## config.mk

```make
export PLATFORM = sky130hd
export DESIGN_NAME = program_loader
export DESIGN_NICKNAME = d
export VERILOG_FILES = /design/src/rtl/program_loader.sv
export SDC_FILE = /design/constraint.sdc
export NUM_CORES = 1
export LEC_CHECK = 0
export BUFFER_PORTS_ARGS = -buffer_cell sky130_fd_sc_hd__buf_2
export CAP_MARGIN = 40
export CORE_MARGIN = 2
export CORE_UTILIZATION = 58
export DETAILED_ROUTE_END_ITERATION = 12
export PLACE_DENSITY = 0.86
export SETUP_SLACK_MARGIN = 0.4
export SYNTH_ARGS = -nofsm -noshare
export SYNTH_HDL_FRONTEND = slang
export SYNTH_SLANG_ARGS = --single-unit
```

## constraint.sdc

```tcl
create_clock -name master_clk -period 3.07 [get_ports master_clk]
set_input_delay 0.307 -clock master_clk [delete_from_list [all_inputs] [get_ports master_clk]]
set_output_delay 0.307 -clock master_clk [all_outputs]
set_load 0.02 [all_outputs]
```

## src/rtl/program_loader.sv

```systemverilog
// program_loader: serial byte-stream boot loader that fills instruction memory.
// Latency: each word is written one cycle after its 4th byte is accepted.
// Backpressure: byte_ready drops while a word is written and outside a load.
//
// Ports:
//   master_clk, rst         clock and synchronous active-high reset
//   start                   one-cycle load request (honoured in IDLE/DONE/ERROR)
//   byte_in/_valid/_ready   serial program stream: N (16b, MSB first), N words
//   imem_we/addr/wd         instruction-memory write port (one word per write)
//   cpu_hold                holds the processor until a load completes
//   load_done/load_error    result of the most recent load
//
// Build option: define LOADER_CHECKSUM_EN to require a trailing XOR checksum
// byte (XOR of all data bytes) before a load is declared done.

module program_loader #(
  parameter int ADDR_W = 6
) (
  input  logic              master_clk,
  input  logic              rst,
  input  logic              start,
  input  logic [7:0]        byte_in,
  input  logic              byte_valid,
  output logic              byte_ready,
  output logic              imem_we,
  output logic [ADDR_W-1:0] imem_addr,
  output logic [31:0]       imem_wd,
  output logic              cpu_hold,
  output logic              load_done,
  output logic              load_error
);

  localparam logic [16:0] LP_DEPTH = 17'(1) << ADDR_W;

  typedef enum logic [2:0] {
    S_IDLE,
    S_LEN_HI,
    S_LEN_LO,
    S_DATA,
    S_WRITE,
    S_DONE,
    S_ERROR
`ifdef LOADER_CHECKSUM_EN
    , S_CHK
`endif
  } state_t;

  // State entered once all words are in: a checksum byte is expected first
  // when the checksum option is built in.
`ifdef LOADER_CHECKSUM_EN
  localparam state_t LP_TAIL = S_CHK;
`else
  localparam state_t LP_TAIL = S_DONE;
`endif

  state_t              r_state, w_next;
  logic [15:0]         r_len;
  logic [1:0]          r_byte_cnt;
  logic [15:0]         r_word_cnt;
  logic [23:0]         r_shift;
  logic [31:0]         r_wd;
  logic [ADDR_W-1:0]   r_addr;
`ifdef LOADER_CHECKSUM_EN
  logic [7:0]          r_csum;
`endif

  logic                w_rdy;
  logic                w_xfer;
  logic [15:0]         w_len;
  logic                w_len_big;
  logic                w_last;

  assign w_rdy = (r_state == S_LEN_HI) || (r_state == S_LEN_LO) || (r_state == S_DATA)
`ifdef LOADER_CHECKSUM_EN
                 || (r_state == S_CHK)
`endif
                 ;
  assign w_xfer     = byte_valid && w_rdy;
  // Full length as seen while the low length byte is on the bus.
  assign w_len      = {r_len[15:8], byte_in};
  assign w_len_big  = {1'b0, w_len} > LP_DEPTH;
  assign w_last     = (r_word_cnt + 16'd1) == r_len;

  assign byte_ready = w_rdy;
  assign imem_addr  = r_addr;
  assign imem_wd    = r_wd;

  always_ff @(posedge master_clk) begin
    if (rst) r_state <= S_IDLE;
    else     r_state <= w_next;
  end

  always_comb begin
    w_next     = r_state;
    imem_we    = 1'b0;
    cpu_hold   = 1'b1;
    load_done  = 1'b0;
    load_error = 1'b0;
    case (r_state)
      S_IDLE: begin
        if (start) w_next = S_LEN_HI;
      end
      S_DONE: begin
        cpu_hold  = 1'b0;
        load_done = 1'b1;
        if (start) w_next = S_LEN_HI;
      end
      S_ERROR: begin
        load_error = 1'b1;
        if (start) w_next = S_LEN_HI;
      end
      S_LEN_HI: begin
        if (w_xfer) w_next = S_LEN_LO;
      end
      S_LEN_LO: begin
        if (w_xfer) begin
          if (w_len == 16'd0) w_next = LP_TAIL;
          else if (w_len_big) w_next = S_ERROR;
          else                w_next = S_DATA;
        end
      end
      S_DATA: begin
        if (w_xfer && (r_byte_cnt == 2'd3)) w_next = S_WRITE;
      end
      S_WRITE: begin
        imem_we = 1'b1;
        w_next  = w_last ? LP_TAIL : S_DATA;
      end
`ifdef LOADER_CHECKSUM_EN
      S_CHK: begin
        if (w_xfer) w_next = (byte_in == r_csum) ? S_DONE : S_ERROR;
      end
`endif
      default: w_next = S_IDLE;
    endcase
  end

  always_ff @(posedge master_clk) begin
    if (rst) begin
      r_len      <= '0;
      r_byte_cnt <= '0;
      r_word_cnt <= '0;
      r_shift    <= '0;
      r_wd       <= '0;
      r_addr     <= '0;
`ifdef LOADER_CHECKSUM_EN
      r_csum     <= '0;
`endif
    end else begin
      case (r_state)
        S_IDLE, S_DONE, S_ERROR: begin
          // A new load restarts addressing at word 0; r_wd keeps its value.
          if (start) begin
            r_len      <= '0;
            r_byte_cnt <= '0;
            r_word_cnt <= '0;
            r_addr     <= '0;
`ifdef LOADER_CHECKSUM_EN
            r_csum     <= '0;
`endif
          end
        end
        S_LEN_HI: if (w_xfer) r_len[15:8] <= byte_in;
        S_LEN_LO: if (w_xfer) r_len[7:0]  <= byte_in;
        S_DATA: begin
          if (w_xfer) begin
            r_shift    <= {r_shift[15:0], byte_in};
            r_byte_cnt <= r_byte_cnt + 2'd1;
            if (r_byte_cnt == 2'd3) r_wd <= {r_shift, byte_in};
`ifdef LOADER_CHECKSUM_EN
            r_csum     <= r_csum ^ byte_in;
`endif
          end
        end
        S_WRITE: begin
          // Address wraps naturally to 0 after the last word of a full memory.
          r_addr     <= r_addr + ADDR_W'(1);
          r_word_cnt <= r_word_cnt + 16'd1;
        end
        default: ;
      endcase
    end
  end

endmodule

```

After elaboration in Yosys (flattened, before gate mapping)
Index checks and enable logic that the tools add are counted.
Word-level totals
  register bits: 99
  input port bits: 12
  output and inout port bits: 43
Cells by class
  add/sub/neg operators: 3
  magnitude comparators: 1
  equality and inequality tests: 13
  multiplexer cells: 22
  reductions and logical operators: 18
Operator list (number)
  $pmux 16 s2: 1
  $pmux 8 s2: 2
  $mux 3: 7
  $add 16x1->16 const B: 1
  $eq 16x16->1: 1
  $gt 16x7->1 const B: 1
  $logic_not 16->1: 1
  $mux 16: 1
  $pmux 3 s5: 1
  $pmux 6 s2: 1
  $reduce_and 3->1: 4
  $eq 3x3->1 const B: 3
  $mux 8: 1
  $reduce_bool 2->1: 4
  $add 6x1->6 const B: 1
  $eq 3x2->1 const B: 2
  $mux 6: 1
  $ne 2x2->1 const B: 3
  $mux 1: 4
  $mux 2: 2
  $ne 2x1->1 const B: 2
  $pmux 2 s2: 1
  $reduce_and 2->1: 2
  $reduce_and 4->1: 1
  other kinds (7): 9

Depth between registers and ports, before layout
  word-level depth: 7
  depth in mapped cells: 9
  mapped depth without buffers: 7

Worst setup path before layout
OpenSTA, ideal clock, no wires.
  path type: reg-to-reg
  start point: register r_word_cnt[0]
  end point: register r_state[2]
  library setup time: 0.074 ns
  arrival: 2.192 ns
  data required time: 2.996 ns
  slack: 0.804 ns
  stages on the path, launching flop included: 8
  buffers on the path: 0
  period minus slack after synthesis: 2.266 ns
  path through: dfxtp_1 > ha_1 > nand3_1 > nor4_1 > xnor2_1 > nand4_1 > or4_1 > a31oi_1
Between the ends
  cells in the longest elaborated chain, start to end: 4
RTL lines
  start: declaration: line 59  | logic [15:0] r_word_cnt;
  start signal: assignment: line 178  | r_word_cnt <= r_word_cnt + 16'd1;
  $add 16x1->16: line 82  | assign w_last = (r_word_cnt + 16'd1) == r_len;
  $eq 16x16->1: line 82
  $mux 3: line 127  | w_next = w_last ? LP_TAIL : S_DATA;
  $pmux 3 s5: line 99  | case (r_state)
  end signal: assignment: line 90  | else r_state <= w_next;
  end: declaration: line 56  | state_t r_state, w_next;
Every way passes these cells.
A chain may end at the register's enable or synchronous reset.

Worst setup path in the final report
Ends and elaborated chain as after synthesis.

==> impl_metrics.csv <==
group,metric,value,unit
placement,hpwlAfterDp,7630,µm
die,die_x,91.8,µm
die,die_area,0.00843,mm²
routing,detail-route-antenna-nets,0,
sta,worst_pin_slew,0.749,ns
setup_path,worstSetupEndpoint,"r_state[2]$_SDFFE_PP0P_",
sta,whs,0.237,ns
global_routing,grt-ovfl-total,0,
sta,hold_viol,0,
cells_and_area,regArea,0.00198,mm²
pwr,power.density,588,mW/mm²
clock_tree,clock_sinks,99,
yosys,synthDistinctLibCells,51,
setup_path,required,3.36,ns
clock_tree,cts_root_buf,"clkbuf_8",
sta,relSlewSlack,50.1,%
sta,post-route-period-util,78.9,%
yosys,synth_compound_area_share,18.5,%
setup_path,crit_arrival,2.72,ns
setup_path,cpPeakStageDelay,0.51,ns
routing,wl_met3,679,µm
yosys,synth_seq_cells,99,
yosys,synthXorXnorAreaFrac,4.70,%
setup_path,rrSetupSlack,0.65,ns
cells_and_area,nFillCells,660,
routing,drc_errors,0,
global_routing,grt_max_degree,40,
global_routing,grt_pass1_wl,18200,µm
worst_hold_path,hp-class,"in -> reg",
setup_path,worstPathMaxFanout,7,
placement,gp_congestion,0.950,
pwr,p_leak,1.90,nW
setup_path,worstReg2RegStart,"r_word_cnt[0]$_SDFFE_PP0P_",
placement,io_buffers,54,
sta,rsz0062_at_grt,"false",
die,ios,55,
global_routing,antenna_found_initial,0,
routing,drtIter0Drc,261,
yosys,ys_seq_area_share,44.3,%
clock_tree,cts_setup_buffers,0,
clock_tree,clkTransAtPathRegs,0.10,ns
setup_path,critical_path_depth,7,
setup_path,reg2reg_depth,7,
yosys,synth_adder_area_share,0.839,%
routing,wire_per_inst,15.0,µm
setup_path,cp-end-kind,"flop",
setup_path,path_cells,"ha_1 > nand3_1 > nor4_2 > xnor2_1 > nand4_1 > or4_1 > a31oi_1",
clock_tree,hold_buffers,0,
global_routing,grt_pass1_vias,3878,
sta,fmaxAchievable,0.413,GHz
routing,viasPerCell,5.83,
yosys,synth-simple-area-share,27.5,%
sta,worst_slack,0.647,ns
setup_path,critPathKind,"reg -> reg",
cells_and_area,multi_input_area,0.00232,mm²
die,rows,32,
yosys,synthCells,586,
sta,setup_tns,0,ns
die,die_h,91.8,µm
yosys,synthArstFlopShare,0,%
cells_and_area,synthToLayoutAreaGrowth,12.5,%
yosys,synth_commonest_cells,"nand2_1 (149), a21oi_1 (101), dfxtp_1 (99), clkbuf_1 (33), nor2_1 (31)",
yosys,synth_warnings,0,
placement,dpl_worst_slack,0.562,ns
sta,finalSetupViolations,0,
routing,dr.max_layer_used,"met4",
routing,num_vias,4259,
cells_and_area,layout.nets,639,
setup_path,path_buf_inv,0,
yosys,avgSynthCellArea,7.64,µm²
routing,firstDrtPassIters,5,
setup_path,r2r-end,"r_state[2]$_SDFFE_PP0P_",
die,start_util,58.8,%
die,core-area,0.00761,mm²
flow_run,max_cap_violations,0,
yosys,yosys-top-cells-area,"dfxtp_1 (44%), nand2_1 (13%), a21oi_1 (11%)",
status,outcome,"finished, final reports clean",
routing,drt-total-wl,11000,µm
cells_and_area,layout-drive-gt1-share,14.3,%
pwr,peakVddDrop,0.000399,V
setup_path,cp_top_family,"simple AND/OR/NAND/NOR gates",
pwr,total_power,2.96,mW
setup_path,slowest_stage,"or4_1",
sta,slew_viol_final,0,
yosys,synth_top_family_by_area,"simple AND/OR/NAND/NOR gates",
clock_tree,cts_buffers,9,
setup_path,critical_path.startpoint,"r_word_cnt[0]$_SDFFE_PP0P_",
sta,post-route-min-period,2.42,ns
clock_tree,cts_htree_levels,3,
cells_and_area,diodes,0,
global_routing,grtUsageTotal,26.5,%
yosys,synth.most_common_cell,"nand2_1",
yosys,syn_area,0.00447,mm²
yosys,synth-edff-count,0,
yosys,synth.top_cell.area_share,44.3,%
yosys,syn_nets,601,
routing,met1_length,4960,µm
yosys,postSynth.topFlopCell,"dfxtp_1",
worst_hold_path,hold_depth,3,
clock_tree,cts_tree,"built",
routing,dr_wl_met2,5160,µm
clock_tree,cts_max_path_buffers,2,
cells_and_area,fin_util,66.2,%
clock_tree,clk_latency,0.36,ns
setup_path,critPathLaunchType,"flop",
sta,skew,0.0121,ns
yosys,synth_area_leader_cell,"dfxtp_1",
yosys,synth.area.mux_share,0.224,%
sequential cells by signal, indices dropped and copies added (netlist names):
| register | count |
|---|---|
| r_word_cnt | 16 |
| r_byte_cnt | 2 |
| r_len | 16 |
| imem_addr | 6 |
| r_state | 3 |
| r_shift | 24 |
| imem_wd | 32 |
how the worst min path moves through the flow:
stage / startpoint / endpoint / slack (ns)
2_1_floorplan: r_shift[16]$_SDFFE_PP0P_ / imem_wd[24]$_SDFFE_PP0P_ / 0.43
3_3_place_gp: imem_wd[29]$_SDFFE_PP0P_ / imem_wd[29]$_SDFFE_PP0P_ / 0.44
3_5_place_dp: imem_wd[21]$_SDFFE_PP0P_ / imem_wd[21]$_SDFFE_PP0P_ / 0.44
4_1_cts: byte_in[0] / imem_wd[0]$_SDFFE_PP0P_ / 0.23
5_1_grt: byte_in[4] / r_shift[4]$_SDFFE_PP0P_ / 0.22
6_report: byte_in[0] / imem_wd[0]$_SDFFE_PP0P_ / 0.24
worst min-delay path: cells and delay by family:
kind,cells,cell delay (ns)
simple gates,1,0.06
buf+inv,1,0.14
compound gates,1,0.05
through the flow:
step,cell area (µm²),instances
detailed placement,4830,715
global placement,4800,714
finish,5030,730
global route,5030,730
CTS,5030,730
floorplan,4470,586
cell usage in the layout (no fill, tap or decap), types with 3 or more instances in the layout:
cell type and instances:
a211oi_1 3, a21oi_1 101, a31oi_1 3, and2_1 3, and3_1 7, buf_2 54
buf_4 11, clkbuf_8 9, dfxtp_1 99, ha_1 3, inv_1 5, nand2_1 149
nand2b_1 3, nand3_1 29, nand3b_1 5, nand4_1 6, nor2_1 31, nor2b_1 7
nor3_1 4, nor4_1 3, o21ai_0 20, o311ai_0 4, or3_1 7, xnor2_1 15
xor2_1 9
routing by layer:
metal / up-vias / global-route usage [%]
li1: 2082 / -
met3: 17 / 4.85
met2: 150 / 42.8
met4: 0 / 7.21
met5: - / 0
met1: 2010 / 36.6
power by group:
| group | internal [mW] | switching (mW) | total (mW) |
|---|---|---|---|
| Sequential | 1.33 | 0.0734 | 1.40 |
| Clock | 0.382 | 0.460 | 0.843 |
| Combinational | 0.235 | 0.481 | 0.717 |
final cells by class:
| type | instances | share of cell area [%] |
|---|---|---|
| Timing Repair Buffer | 66 | 7.56 |
| Inverter | 6 | 0.448 |
| Clock inverter | 6 | 1.47 |
| Sequential cell | 99 | 39.4 |
| Clock buffer | 9 | 2.46 |
| Tap cell | 102 | 2.54 |
| Multi-Input combinational cell | 442 | 46.1 |
kinds of logic (layout without fill, tap and decap cells):
| logic type | count (synthesis) | after routing |
|---|---|---|
| simple gates | 266 | 266 |
| compound gates | 148 | 148 |
| flops | 99 | 99 |
| buf+inv | 45 | 87 |
| xor+xnor | 24 | 24 |
| fa+ha+maj | 3 | 3 |
| mux | 1 | 1 |
timing repair:
item | 4_1_cts | 5_1_grt
gates resized for setup | 0 | 1
endpoints found under the setup margin | 0 | 1
endpoints found under the hold margin | 0 | 0
(Power assumes the default switching activity.)
